===== src/rtl/sensor_avg_bank.sv =====
// N-channel exponential averager: per-channel trigger/hold/accumulate lanes
// sharing one round-robin service slot per cycle.

module sensor_avg_ch #(
    parameter int DATA_W = 12
) (
    input  logic              clk,
    input  logic              rst_n,
    input  logic [DATA_W-1:0] smpl,
    input  logic              trig,
    input  logic              seed,
    input  logic              svc,
    input  logic              clr_ovr,
    input  logic [2:0]        shift,
    output logic              pending,
    output logic [DATA_W-1:0] avg,
    output logic              avg_vld,
    output logic              overrun
);
    localparam int ACC_W = DATA_W + 5;

    logic [ACC_W-1:0]  acc, acc_upd;
    logic [DATA_W-1:0] hold;
    logic [2:0]        k;

    always_comb begin
        k = shift;
        if (shift == 3'd0)     k = 3'd1;
        else if (shift > 3'd5) k = 3'd5;
    end

    assign acc_upd = acc - (acc >> k) + ACC_W'(hold);

    always_ff @(posedge clk or negedge rst_n) begin
        if (!rst_n) begin
            acc     <= '0;
            hold    <= '0;
            pending <= 1'b0;
            avg     <= '0;
            avg_vld <= 1'b0;
            overrun <= 1'b0;
        end else begin
            avg_vld <= 1'b0;
            if (seed) begin
                // A seed swallows both the service slot and any same-cycle trigger.
                acc     <= ACC_W'(smpl) << k;
                avg     <= smpl;
                avg_vld <= 1'b1;
                pending <= 1'b0;
            end else begin
                if (svc) begin
                    acc     <= acc_upd;
                    avg     <= DATA_W'(acc_upd >> k);
                    avg_vld <= 1'b1;
                    pending <= 1'b0;
                end
                if (trig) begin
                    hold    <= smpl;
                    pending <= 1'b1;
                end
            end
            if (!seed && trig && pending && !svc) overrun <= 1'b1;
            else if (clr_ovr)                     overrun <= 1'b0;
        end
    end
endmodule

module sensor_avg_bank #(
    parameter int NUM_CH   = 4,
    parameter int DATA_W   = 12,
    parameter int FAST_SIM = 1
) (
    input  logic                     clk,
    input  logic                     rst_n,
    input  logic [NUM_CH*DATA_W-1:0] smpl,
    input  logic [NUM_CH-1:0]        mode,
    input  logic [NUM_CH-1:0]        ext_stb,
    input  logic [NUM_CH-1:0]        seed,
    input  logic [3*NUM_CH-1:0]      shift,
    input  logic                     clr_ovr,
    output logic [NUM_CH*DATA_W-1:0] avg,
    output logic [NUM_CH-1:0]        avg_vld,
    output logic [NUM_CH-1:0]        overrun
);
    localparam int TMR_W = (FAST_SIM != 0) ? 16 : 22;
    localparam int RR_W  = $clog2(NUM_CH);

    logic [TMR_W-1:0]  tmr;
    logic              tmr_full;
    logic [RR_W-1:0]   rr, pick;
    logic              any_pend;
    logic [NUM_CH-1:0] pend, grant;

    assign tmr_full = &tmr;

    // Scan downward so the last hit is the first pending channel at or after rr.
    always_comb begin
        grant    = '0;
        any_pend = 1'b0;
        pick     = rr;
        for (int off = NUM_CH - 1; off >= 0; off--) begin
            if (pend[RR_W'((int'(rr) + off) % NUM_CH)]) begin
                pick     = RR_W'((int'(rr) + off) % NUM_CH);
                any_pend = 1'b1;
            end
        end
        if (any_pend) grant[pick] = 1'b1;
    end

    always_ff @(posedge clk or negedge rst_n) begin
        if (!rst_n) begin
            tmr <= '0;
            rr  <= '0;
        end else begin
            tmr <= tmr + 1'b1;
            if (any_pend) rr <= (int'(pick) == NUM_CH - 1) ? '0 : pick + 1'b1;
        end
    end

    for (genvar i = 0; i < NUM_CH; i++) begin : g_ch
        sensor_avg_ch #(.DATA_W(DATA_W)) u_ch (
            .clk     (clk),
            .rst_n   (rst_n),
            .smpl    (smpl[i*DATA_W +: DATA_W]),
            .trig    (mode[i] ? ext_stb[i] : tmr_full),
            .seed    (seed[i]),
            .svc     (grant[i]),
            .clr_ovr (clr_ovr),
            .shift   (shift[i*3 +: 3]),
            .pending (pend[i]),
            .avg     (avg[i*DATA_W +: DATA_W]),
            .avg_vld (avg_vld[i]),
            .overrun (overrun[i])
        );
    end
endmodule


===== config.mk =====
export PLATFORM = sky130hd
export DESIGN_NAME = sensor_avg_bank
export DESIGN_NICKNAME = d
export VERILOG_FILES = /design/src/rtl/sensor_avg_bank.sv
export SDC_FILE = /design/constraint.sdc
export NUM_CORES = 1
export LEC_CHECK = 0
export ABC_AREA = 1
export BUFFER_PORTS_ARGS = -buffer_cell sky130_fd_sc_hd__buf_2
export CAP_MARGIN = 20
export CORE_ASPECT_RATIO = 0.75
export CORE_MARGIN = 2
export CORE_UTILIZATION = 35
export DETAILED_ROUTE_END_ITERATION = 8
export GPL_ROUTABILITY_DRIVEN = 0
export PLACE_DENSITY_LB_ADDON = 0.15
export SYNTH_ARGS = -nofsm -noshare
export SYNTH_HDL_FRONTEND = slang
export SYNTH_HIERARCHICAL = 1
export SYNTH_SLANG_ARGS = --single-unit

===== constraint.sdc =====
create_clock -name clk -period 6.1 [get_ports clk]
set_clock_uncertainty 0.15 [all_clocks]
set_input_delay 0.61 -clock clk [delete_from_list [all_inputs] [get_ports clk]]
set_output_delay 0.61 -clock clk [all_outputs]
set_load 0.03 [all_outputs]

==> results of run 1 <==
==> stage by stage <==
stage | hold slack (ps) | util, % | setup slack [ps] | cells
floorplan | 164 | - | 2160 | 2988
CTS | 27.7 | 38.5 | 1360 | 3779
detailed placement | 313 | 37.4 | 873 | 3748
global route | 5.78 | 38.5 | 917 | 3780
global placement | 306 | 37.4 | 879 | 3748
finish | -37.9 | 38.5 | 1250 | 3780
==> layout by cell type (no fill, tap or decap), drive strengths merged, types with 5 or more instances in the layout <==
master / count
a21oi: 108
clkbuf: 21
buf: 156
nor3: 11
inv: 440
o21ai: 277
fa: 48
ha: 89
clkinv: 5
o211ai: 17
xnor2: 18
nor2: 151
nand3b: 7
dfrtp: 194
nand4: 38
or2: 16
o221ai: 14
nand2: 993
o22ai: 23
a41oi: 10
mux2: 5
o2111ai: 6
xor2: 14
a221oi: 6
a22oi: 32
nand3: 306
and2: 15
a31oi: 12
==> worst max-delay path by stage <==
stage,endpoint,depth (start not counted),from
2_1_floorplan,g_ch[1].u_ch/avg[3]$_DFFE_PN0P_,30,shift[5]
3_3_place_gp,g_ch[3].u_ch/avg[2]$_DFFE_PN0P_,25,shift[11]
3_5_place_dp,g_ch[3].u_ch/avg[7]$_DFFE_PN0P_,26,shift[11]
4_1_cts,g_ch[3].u_ch/avg[7]$_DFFE_PN0P_,26,shift[11]
5_1_grt,g_ch[3].u_ch/avg[7]$_DFFE_PN0P_,26,shift[11]
6_report,g_ch[3].u_ch/avg[3]$_DFFE_PN0P_,28,shift[11]
==> synthesized netlist by cell type, types with 15 or more instances <==
master / instances / area, um^2
sky130_fd_sc_hd__o22ai_1: 23 / 144
sky130_fd_sc_hd__o21ai_2: 16 / 140
sky130_fd_sc_hd__o21ai_1: 86 / 430
sky130_fd_sc_hd__and2_1: 15 / 93.8
sky130_fd_sc_hd__a21oi_1: 108 / 541
sky130_fd_sc_hd__o211ai_1: 17 / 128
sky130_fd_sc_hd__xnor2_1: 18 / 158
sky130_fd_sc_hd__clkbuf_1: 57 / 214
sky130_fd_sc_hd__nand2_1: 985 / 3700
sky130_fd_sc_hd__o21ai_0: 175 / 876
sky130_fd_sc_hd__nand4_1: 37 / 231
sky130_fd_sc_hd__buf_2: 29 / 145
sky130_fd_sc_hd__fa_1: 48 / 961
sky130_fd_sc_hd__nand3_1: 299 / 1500
sky130_fd_sc_hd__nor2_1: 142 / 533
sky130_fd_sc_hd__buf_6: 19 / 214
sky130_fd_sc_hd__dfrtp_1: 194 / 4850
sky130_fd_sc_hd__ha_1: 89 / 1110
sky130_fd_sc_hd__inv_1: 420 / 1580
sky130_fd_sc_hd__a22oi_1: 30 / 225
==> routing by layer <==
| layer | share of wire [%] | up-vias | GRT usage (%) |
|---|---|---|---|
| li1 | - | 9826 | - |
| met4 | 1.4 | 2 | 4.77 |
| met2 | 39 | 962 | 33.0 |
| met1 | 49 | 9458 | 37.9 |
| met5 | 0.019 | - | 0 |
| met3 | 11 | 77 | 6.56 |
==> flip-flops by register name, indices dropped and copies added, names as in the netlist <==
register / cells
g_ch.u_ch/avg: 48
g_ch.u_ch/hold: 48
g_ch.u_ch/overrun: 4
rr: 2
g_ch.u_ch/acc: 68
g_ch.u_ch/pending: 4
g_ch.u_ch/avg_vld: 4
tmr: 16
==> kinds of logic after synthesis <==
| kind of cell | share of synthesized area (%) |
|---|---|
| xor gates and xnor gates | 1.46 |
| buffers and inverters | 12.0 |
| adders and majority gates | 10.8 |
| DFF | 25.2 |
| and+or+nand+nor | 34.1 |
| muxes | 0.501 |
| AOI/OAI and AO/OA | 16.0 |
==> layout make-up <==
| cell class | instances | area, um^2 |
|---|---|---|
| inverters | 439 | 1660 |
| flip-flops and latches | 194 | 4850 |
| repair buffers | 156 | 868 |
| well taps | 722 | 903 |
| multi-input cells | 2237 | 12100 |
| clock buffers | 21 | 460 |
| clock inverters | 10 | 101 |
| diodes | 1 | 2.50 |
| fillers | 5870 | 33500 |
==> critical path: cells and delay by family <==
family | cells | cell delay (ps)
AND/OR/NAND/NOR | 16 | 2140
buffers and inverters | 7 | 1100
adder cells (fa/ha/maj) | 3 | 980
AO/OA/AOI/OAI | 2 | 240
==> results list, run 1 <==
* Ratio of cells with drive above 1 in the final layout: 9.09%
- The worst register-to-register path has a depth of 22.
- Area Overhead vs Synth: 8.85%
* Capturing element type of the critical path: register
- The later pin in the worst-skew pair is clocked with a latency of 470 ps.
- HPWL after detailed placement: 53.7 mm
- In this run the tightest slew margin relative to its limit is 33.3%.
- The cell count after synthesis came out at 2,988.
- Max-Cap Viols: 0
- Wire length of the first global-routing pass: 109 mm
* Kind of path behind the tightest hold check: input pin to asynchronous set/reset pin
- Post-CTS timing repair inserted 0 buffers for setup.
* Status: complete, but fails checks
* Share of the yosys chip area belonging to registers: about 25%
- The clock drives 194 sinks.
- Syn_nets: 3,200
- The core region is around 0.054 mm^2.
* Slowest Stage Delay on Critical Path: approximately 470 ps
- After detailed placement, the total cell area comes to 0.0204 mm^2.
- Data on the critical path arrives at its endpoint at 5100 ps.
- The cell that appears most often on the critical path is sky130_fd_sc_hd__nand2_1.
- Violation count after the first detailed-route iteration: a little over 2,000
- In the final timing run, aggregate negative setup slack is 0 ps.
- The number of antenna violations at the first check in global routing is 3.
* Final Critical Period: 4850 ps
* Largest net degree at the start of global routing: 103
* Routed vias/inst: around 5.4
* FF+latch count, synth: 194
- Type of element launching the critical path: input pin
- Average cell area after synthesis: 6.44 um^2
* EDFF count, synth: 0
* Die Y: 207 um
- Count of cells resized by post-cts repair: 0
- Overall Global Routing Usage: 24.3%
* CP max FO: 35
- Crit path required time: 6350 ps
* Synthesis warning total: 6
- Measured along the x axis, the die boundary spans 275 um.
* Syn Std Cell Area: 0.0192 mm^2
- The number of max-slew violations in the final report was 0.
* Floorplan die area: 0.0569 mm^2
- Final hold slack: -37.9 ps
- Antenna Violating Nets Remaining: 0
* Vias in the first global route: roughly 19,000
- Row generation in the floorplan step produced 74 rows.
* Highest Clock Rate: just over 200 MHz
- Max Buffers Root-to-Sink: 2
- Top flip-flop cell by instance count after synthesis: sky130_fd_sc_hd__dfrtp_1
- Launch point of the worst reg-to-reg path: g_ch[3].u_ch/acc[4]$_DFFE_PN0P_
- Root buf cell: sky130_fd_sc_hd__clkbuf_16
- The final layout contains 3,257 nets.
- Summed over all layers, the routed wires come to 69.5 mm.
- Final setup vio count: 0
- After clock tree synthesis, the flow added hold-fix buffers numbering 0.
- After layout, the worst path uses between 70% and 80% of the clock period.
- The number of failing hold endpoints at the final stage was 7.
* Fraction of registers with async set or reset after synthesis: 100%
* Worst setup slack for register-to-register paths: 2300 ps
* Top-Level Pins: 131
* Number of distinct library cells after synthesis: 62
- The slowest stage of the critical path is the sky130_fd_sc_hd__fa_1 cell.
- The pre-antenna-repair detailed-routing pass consisted of 6 iterations.
* Post-CTS clock slew at the launch and capture registers of the worst setup and hold paths: 80 ps
- Pin slew with the least headroom to its limit: 997 ps
- Average wire length per cell after detail routing: 18.4 um
* H-tree levels: 4
* Remaining global-route overflow: 0
- Classification of the worst setup path: input pin to register
- TritonCTS built the clock tree.
* Via count: approximately 20,000
* Count of input and output buffers: 130
* Total CTS buffers: 17
* Setup repair after global routing missed its margin: false
* Final std cell area, no fill: ~0.021 mm^2
- DRC violation count after routing: 0
- The checks that failed: negative hold slack.
- In this run the critical register-to-register path is captured at g_ch[3].u_ch/avg[3]$_DFFE_PN0P_.
- The initial utilization of the core area, before any placement, comes to 35.4%.
Power of run 1 is not shown: default switching activity piles up to over one toggle a cycle in this logic, so the estimate is an artifact.
==> run 2, diff against run 1 <==
- clock period: 6.1 -> 4.8 ns (I/O delays scaled with it)
==> run 2 against run 1 <==
Effect of this change: the run now ends clean; setup slack worse by 540 ps; sequential share of layout area fell by 0.21 points; first-iteration DRC count up 1.7%; hold slack improved by 130 ps; die area did not move.
==> results list, run 2 (synthesized netlist as in run 1, its figures left out) <==
- Status: completed
- Top Registers: g_ch.u_ch/acc (68), g_ch.u_ch/avg (48), g_ch.u_ch/hold (48)
* Wire length on met2: between 20 and 30 mm
* Top routing layer used: met4
- Overall Global Routing Usage: about a quarter
- Slew Limit Fails: 0
* Kind of path behind the tightest hold check: input pin to register
- Input and output buffers added on the ports amount to 130.
- The number of failing hold endpoints at the final stage came to 0.
- Floorplan die area: about 0.057 mm^2
* Aggregate negative setup slack: 0 ps
- The floorplan has 74 rows.
- Relative to the synthesized area, the layout overhead comes to 9.87%.
- Highest Clock Rate: 245 MHz
* Launch point of the worst reg-to-reg path: g_ch[3].u_ch/acc[7]$_DFFE_PN0P_
- Slowest Stage Delay on Critical Path: ~510 ps
* FF+latch area: 0.00485 mm^2
- The die is 207 um tall.
* Pin slew with the least headroom to its limit: 1160 ps
- DRC violation count after routing: 0
- Max-Cap Viols: 0
- Max_slew headroom: 22.1%
- Post-CTS Hold Fix Bufs: 1
- Worst hold endpoint: g_ch[2].u_ch/avg[9]$_DFFE_PN0P_
- After layout, the worst path uses between 80% and 90% of the clock period.
- In this run the register-to-register setup slack is 1040 ps.
- Average wire length per cell after detail routing: 18.2 um
* Post-CTS setup buffers: 0
* Largest net degree at the start of global routing: a little over 100
- In this design, the critical path's most frequently occurring cell is sky130_fd_sc_hd__nand2_1.
- Top-Level Pins: 131
- CTS built an H-tree with a depth of 4.
- Chain of cells forming the critical path: buf_2, nand2_1, nand3b_4, inv_2, or2_2, o21ai_1, inv_1, a21oi_1, fa_1, ha_1, nand2_1, nor2_1, nand2_1, nand3_1, nand2_1, nand2_1, nand2_1, nand2_1, nand2_1, nand3_1, nand3_1, nand2_1, nand2_1
- Fill count: 5,924
- Largest register by flop count: g_ch.u_ch/acc
- Leaving out fill and tap cells, the most frequent cell in the layout is sky130_fd_sc_hd__nand2_1.
- The clock passes through at most 2 buffers.
- Root buf cell: sky130_fd_sc_hd__clkbuf_16
* CP delay by family, top: simple AND/OR/NAND/NOR gates
* Via count: 20,199
- For the worst setup path, the data arrival time is ~4300 ps.
* HPWL after detailed placement: between 50 and 60 mm
- By startpoint and endpoint, the worst setup path is classified as input pin to register.
- The slowest stage of the critical path is the sky130_fd_sc_hd__fa_1 cell.
- Met3 WL post-DR: approximately 6 mm
- Initial Util: 35.4%
- Setup repair after global routing missed its margin: false
- Wire length reported by the detailed router: 69.0 mm
- The later pin in the worst-skew pair is clocked with a latency of ~500 ps.
- Post-CTS clock slew at the launch and capture registers of the worst setup and hold paths: approximately 90 ps
- Instance count along the most critical hold path: 3
* Number of cells traversed by the worst register-to-register path: 19
- In this run, post-CTS repair resized a total of 0 instances.
* Total CTS buffers: 17
- CP max FO: 20
- Drt pass-1 iters: 6
* Total number of nets in the final design: 3,277
- Wire length of the first global-routing pass: 108 mm
- Setup violations remaining at the end of the flow were counted as 0.
- Horizontal extent of the die: approximately 270 um
- The detailed router put a total of 35.5 mm of wire on met1.
- Number of sinks handled by clock tree synthesis: 194
* Remaining global-route overflow: 0
- Violation count after the first detailed-route iteration: 2,108
- Total area of multi-input combinational cells: 0.0121 mm^2
- Routed vias/inst: between 5 and 6
- The count of nets left with antenna violations once routing finished came out at 0.
- STA classifies the critical path endpoint as a register.
- The floorplan step defined a core boundary enclosing around 0.054 mm^2.
* Ratio of cells with drive above 1 in the final layout: 9.71%
* Type of element launching the critical path: input pin
- Final Critical Period: 4080 ps
* TritonCTS clock tree: done
- The startpoint identified for the worst hold timing path is smpl[33].
- Flip-flop count of the largest register after layout: 68
- For the worst setup path, the data required time is 5030 ps.
* Most frequent cells in the layout: sky130_fd_sc_hd__nand2_1 (984), sky130_fd_sc_hd__inv_1 (420), sky130_fd_sc_hd__nand3_1 (299)
* Endpoint of the worst-slack reg-to-reg timing path: g_ch[3].u_ch/avg[11]$_DFFE_PN0P_
- The number of antenna violations at the first check in global routing was 1.
- The number of global-route vias before repair is about 19,000.
- The critical path contains buffers and inverters numbering 3 combined.
[run 2: worst reg2reg max path: stages (launching register included)]
cell,delay [ps]
sky130_fd_sc_hd__dfrtp_1,450
sky130_fd_sc_hd__or2_2,310
sky130_fd_sc_hd__o21ai_1,140
sky130_fd_sc_hd__inv_1,110
sky130_fd_sc_hd__a21oi_1,210
sky130_fd_sc_hd__fa_1,510
sky130_fd_sc_hd__ha_1,420
sky130_fd_sc_hd__nand2_1,120
sky130_fd_sc_hd__nor2_1,150
sky130_fd_sc_hd__nand2_1,70
sky130_fd_sc_hd__nand3_1,140
sky130_fd_sc_hd__nand2_1,110
sky130_fd_sc_hd__nand2_1,80
sky130_fd_sc_hd__nand2_1,140
sky130_fd_sc_hd__nand2_1,100
sky130_fd_sc_hd__nand2_1,70
sky130_fd_sc_hd__nand3_1,70
sky130_fd_sc_hd__nand3_1,110
sky130_fd_sc_hd__nand2_1,110
sky130_fd_sc_hd__nand2_1,80
[run 2: worst max-delay path by stage]
stage               cells after the start      start  slack (ps)                                to
finish                                 23  shift[11]         720  g_ch[3].u_ch/avg[11]$_DFFE_PN0P_
global route                           24  shift[11]         450  g_ch[3].u_ch/avg[11]$_DFFE_PN0P_
CTS                                    22  shift[11]         860  g_ch[3].u_ch/avg[11]$_DFFE_PN0P_
detailed placement                     21  shift[11]         330   g_ch[3].u_ch/avg[5]$_DFFE_PN0P_
global placement                       23  shift[11]         310  g_ch[3].u_ch/avg[11]$_DFFE_PN0P_
floorplan                              30   shift[5]         990   g_ch[1].u_ch/avg[3]$_DFFE_PN0P_
[run 2: routing by layer]
metal,global-route usage (%),vias up
met4,6.78,0
met1,39.3,9412
met2,32.2,846
met3,4.01,84
met5,0,-
li1,-,9857
[run 2: per-stage QoR]
step / utilization (%) / setup WS, ps / hold slack [ps] / std cells / cell area (um^2)
final: 38.8 / 718 / 96.2 / 3801 / 21100
after floorplan: - / 990 / 34.4 / 2988 / 19200
after global routing: 38.8 / 454 / 104 / 3801 / 21100
after CTS: 38.8 / 856 / 68.8 / 3800 / 21100
after detailed placement: 37.7 / 334 / 315 / 3767 / 20500
after global placement: 37.7 / 311 / 308 / 3767 / 20500
[run 2: final cells by class]
class,count,area share (%)
Antenna cell,1,0.0118
Clock buffer,19,2.09
Clock inverter,13,0.704
Inverter,439,7.85
Multi-Input combinational cell,2237,57.2
Sequential cell,194,23.0
Tap cell,722,4.27
Timing Repair Buffer,176,4.89
Power of run 2 is left out for the same reason.
==> run 3, diff against run 2 <==
- CORE_ASPECT_RATIO: 0.75 -> default
- SYNTH_HIERARCHICAL: 1 -> default
==> run 3 against run 2 <==
Effect of this change: sequential cell count is the same; final cell count shrank 4.1%; first-iteration DRC count shrank 11%; hold slack lost 3.9 ps; non-clock buffer count grew 8; critical path type unchanged; via count shrank 3.4%; area after synthesis shrank 3.1%; setup slack lost 250 ps; fmax shrank 5.8%; critical endpoint is now g_ch[2].u_ch.avg[7]$_DFFE_PN0P_; critical path depth shrank 4; largest cell class unchanged.
==> results list, run 3 <==
* Wire length reported by the detailed router: roughly 66 mm
- For this run, global-route usage on met3 was measured as under 10%.
- Number of distinct library cells after synthesis: 53
- Total number of nets in the final design: 3,158
* Max-Cap Viols: 0
* Largest net degree at the start of global routing: 95
- Setup violations remaining at the end of the flow were counted as 0.
* Chain of cells forming the critical path: buf_2, nor2_4, inv_2, nand3_2, buf_4, o21ai_0, o21ai_0, a221oi_1, fa_1, ha_1, nand2_1, nor2_1, nand3_1, nand4_1, inv_1, o21ai_0, nand3_1, nand3b_1, nand3_1
* FF+latch count, synth: 194
- For this block, the via count after detailed routing is 19,504.
- Post-CTS clock slew at the launch and capture registers of the worst setup and hold paths: 70 ps
* Drt pass-1 iters: 6
* Most frequent cells in the layout: sky130_fd_sc_hd__nand2_1 (908), sky130_fd_sc_hd__inv_1 (381), sky130_fd_sc_hd__nand3_1 (257)
- Area of the core: roughly 0.053 mm^2
- The worst hold path was traced through 3 stages.
- Adding up every negative setup slack in the final design gives 0 ps.
* Total CTS buffers: 17
- The number of global-route vias before repair came to between 15,000 and 20,000.
- H-tree levels: 4
* Syn_nets: 3,080
- Post-CTS setup buffers: 0
* Final Critical Period: 4330 ps
- In the finished design, the share of the clock period the worst path needs comes to 90.3%.
- Ranked by flip-flop count, first place goes to g_ch.u_ch.acc.
* Met1 Usage GRT: 33.2%
- The register with the most flip-flops in the layout has 68 of them.
* Number of antenna violations at the first check in global routing: 0
- Setup slack on the worst reg-to-reg path comes out at 800 ps.
- Kind of path behind the tightest hold check: input pin to register
- For this run, the number of Yosys warnings is 0.
- STA puts the critical path data arrival time at around 4600 ps.
- After detailed routing, the number of remaining DRC violations is 0.
- Clock latency on the worst-skew pair: between 400 and 500 ps
- Classification of the worst setup path: input pin to register
* Cell with the biggest individual delay on the critical path: sky130_fd_sc_hd__fa_1
- Hold_sp: smpl[44]
- # rows: 84
- Most common library cells after synthesis: sky130_fd_sc_hd__nand2_1 (910), sky130_fd_sc_hd__inv_1 (381), sky130_fd_sc_hd__nand3_1 (257)
- Share of the yosys chip area belonging to registers: 26.0%
- Slew Limit Fails: 0
- In the post-synthesis netlist, the cell with the most instances is sky130_fd_sc_hd__nand2_1.
* Top flip-flop cell by instance count after synthesis: sky130_fd_sc_hd__dfrtp_1
- Top Registers: g_ch.u_ch.acc (68), g_ch.u_ch.avg (48), g_ch.u_ch.hold (48)
* Status: completed
* Antenna Violating Nets Remaining: 0
- Post-synth top area share: 26.0%
- STA classifies the critical path endpoint as a register.
* Horizontal extent of the die: 235 um
- After detailed routing, the number of vias per cell comes to approximately 5.3.
- STA classifies the critical path startpoint as an input pin.
* Gate count of the mapped netlist: about 2,900
- Area Overhead vs Synth: 9.96%
- Cell type contributing the most total cell area after synthesis: sky130_fd_sc_hd__dfrtp_1
- Remaining global-route overflow: 0
* Top-Level Pins: 131
- The die covers 0.0552 mm^2.
- The synthesized design contains 0 enable-type register cells.
- Root buf cell: sky130_fd_sc_hd__clkbuf_16
- Before CTS, the worst setup slack after placement is 125 ps.
- Number of sinks handled by clock tree synthesis: 194
- Wire length of the first global-routing pass: 105 mm
* Worst hold endpoint: g_ch[3].u_ch.avg[8]$_DFFE_PN0P_
- The number of antenna diodes in the final layout is 0.
* Initial Util: 35.4%
- For the pin with the worst max-slew slack, the measured transition is 922 ps.
* Slowest Stage Delay on Critical Path: approximately 480 ps
- The number of failing hold endpoints at the final stage came to 0.
- A synthesized cell averages 6.50 um^2.
- Syn Std Cell Area: ~0.019 mm^2
- Overall Global Routing Usage: 23.8%
* HPWL after detailed placement: 51.8 mm
* Highest Clock Rate: 231 MHz
- Die Y: ~230 um
- Input and output buffers added on the ports amount to 130.
- The number of gates resized after CTS was 0.
- Number of cells traversed by the worst register-to-register path: 14
- Endpoint of the worst-slack reg-to-reg timing path: g_ch[2].u_ch.avg[7]$_DFFE_PN0P_
- Along the worst path, the maximum fanout reaches 16.
- In this run, the number of DRC markers left after iteration 0 of detailed routing was 1,880.
* Most common cell after layout, fill and taps aside: sky130_fd_sc_hd__nand2_1
- Worst Slack Setup Final: about 470 ps
- The filler cells instantiated in the layout total 5,681.
- Counting both buffers and inverters, the worst setup path holds a total of 4.
- Ratio of cells with drive above 1 in the final layout: just over 9%
- Launch point of the worst reg-to-reg path: g_ch[2].u_ch.acc[13]$_DFFE_PN0P_
- After detailed routing, the average wire length per cell comes to about 18 um.
- In the post-synthesis netlist, the biggest area contributors are sky130_fd_sc_hd__dfrtp_1 (26%), sky130_fd_sc_hd__nand2_1 (18%), sky130_fd_sc_hd__inv_1 (7.7%).
- TritonCTS built the clock tree.
- Setup repair after global routing left no endpoint under its margin.
- Max_slew headroom: 38.3%
- Global routing consumed, on the met2 layer, 37.3% of the routing resources.
- CP delay by family, top: compound AO/OA/AOI/OAI gates
- The global routing stage identified its most utilized layer as met2.
- Max Buffers Root-to-Sink: 2
* Fraction of registers with async set or reset after synthesis: between 90% and 100%
- Crit path required time: 5020 ps
run 3: cell types whose count changed after synthesis, sizes merged, moves of 9 or more:
cell   previous run  this run
a21oi           108       124
a22oi            32         8
a31oi            12        21
a41oi            10         0
buf              61        74
inv             437       394
nand2           993       920
nand3           306       261
xor2             14        28
run 3: area by class of cell:
type                            count  area [um^2]  area share [%]
Clock inverter                     13          128           0.622
Multi-Input combinational cell   2154        11700            56.9
Clock buffer                       19          433            2.11
Sequential cell                   194         4850            23.7
Inverter                          395         1490            7.27
Tap cell                          688          861            4.20
Timing Repair Buffer              184         1080            5.27
run 3: repair_timing:
| item | in CTS | in global routing |
|---|---|---|
| setup endpoints to repair | 0 | 0 |
| hold buffers | 1 | 0 |
| endpoints found under the hold margin | 91 | 0 |
run 3: worst reg2reg max path, stage by stage (launching register included):
cell and delay (ps):
sky130_fd_sc_hd__dfrtp_1 400, sky130_fd_sc_hd__o21ai_0 390, sky130_fd_sc_hd__o21ai_0 240, sky130_fd_sc_hd__a221oi_1 360, sky130_fd_sc_hd__fa_1 480, sky130_fd_sc_hd__ha_1 370
sky130_fd_sc_hd__nand2_1 120, sky130_fd_sc_hd__nor2_1 240, sky130_fd_sc_hd__nand3_1 180, sky130_fd_sc_hd__nand4_1 190, sky130_fd_sc_hd__inv_1 80, sky130_fd_sc_hd__o21ai_0 340
sky130_fd_sc_hd__nand3_1 130, sky130_fd_sc_hd__nand3b_1 120, sky130_fd_sc_hd__nand3_1 90
run 3: worst max-delay path by stage:
stage	from	slack [ps]	to	cells after the start
finish	shift[8]	470	g_ch[2].u_ch.avg[7]$_DFFE_PN0P_	19
detailed placement	shift[8]	130	g_ch[2].u_ch.avg[7]$_DFFE_PN0P_	19
global route	shift[8]	190	g_ch[2].u_ch.avg[7]$_DFFE_PN0P_	19
global placement	shift[8]	190	g_ch[2].u_ch.avg[7]$_DFFE_PN0P_	19
floorplan	shift[5]	780	g_ch[1].u_ch.avg[7]$_DFFE_PN0P_	25
CTS	shift[8]	630	g_ch[2].u_ch.avg[7]$_DFFE_PN0P_	19
run 3: metrics by stage:
| stage | utilization [%] | hold slack (ps) | instance area, um^2 | std cells |
|---|---|---|---|---|
| global placement | 37.9 | 293 | 19900 | 3614 |
| CTS | 39.0 | 65.9 | 20500 | 3647 |
| detailed placement | 37.9 | 301 | 19900 | 3614 |
| finish | 39.0 | 92.2 | 20500 | 3647 |
| floorplan | - | 34.4 | 18700 | 2868 |
| global route | 39.0 | 91.5 | 20500 | 3647 |
run 3: cells by family (layout without fill, tap and decap cells):
logic type                 count (synthesis)  count (layout)  synth area share [%]
buffers and inverters                    520             611                  11.5
muxes                                     12              12                 0.644
xor gates and xnor gates                  39              39                  1.83
adders and majority gates                137             137                  11.1
AOI/OAI and AO/OA                        543             543                  16.5
and+or+nand+nor                         1423            1423                  32.4
DFF                                      194             194                  26.0
run 3: metal layers:
metal / vias up / share of wire (%)
met5: - / 0
met4: 0 / 3.2
met3: 123 / 6.7
met2: 811 / 45
met1: 9066 / 46
li1: 9504 / -
Power of run 3 is left out for the same reason.
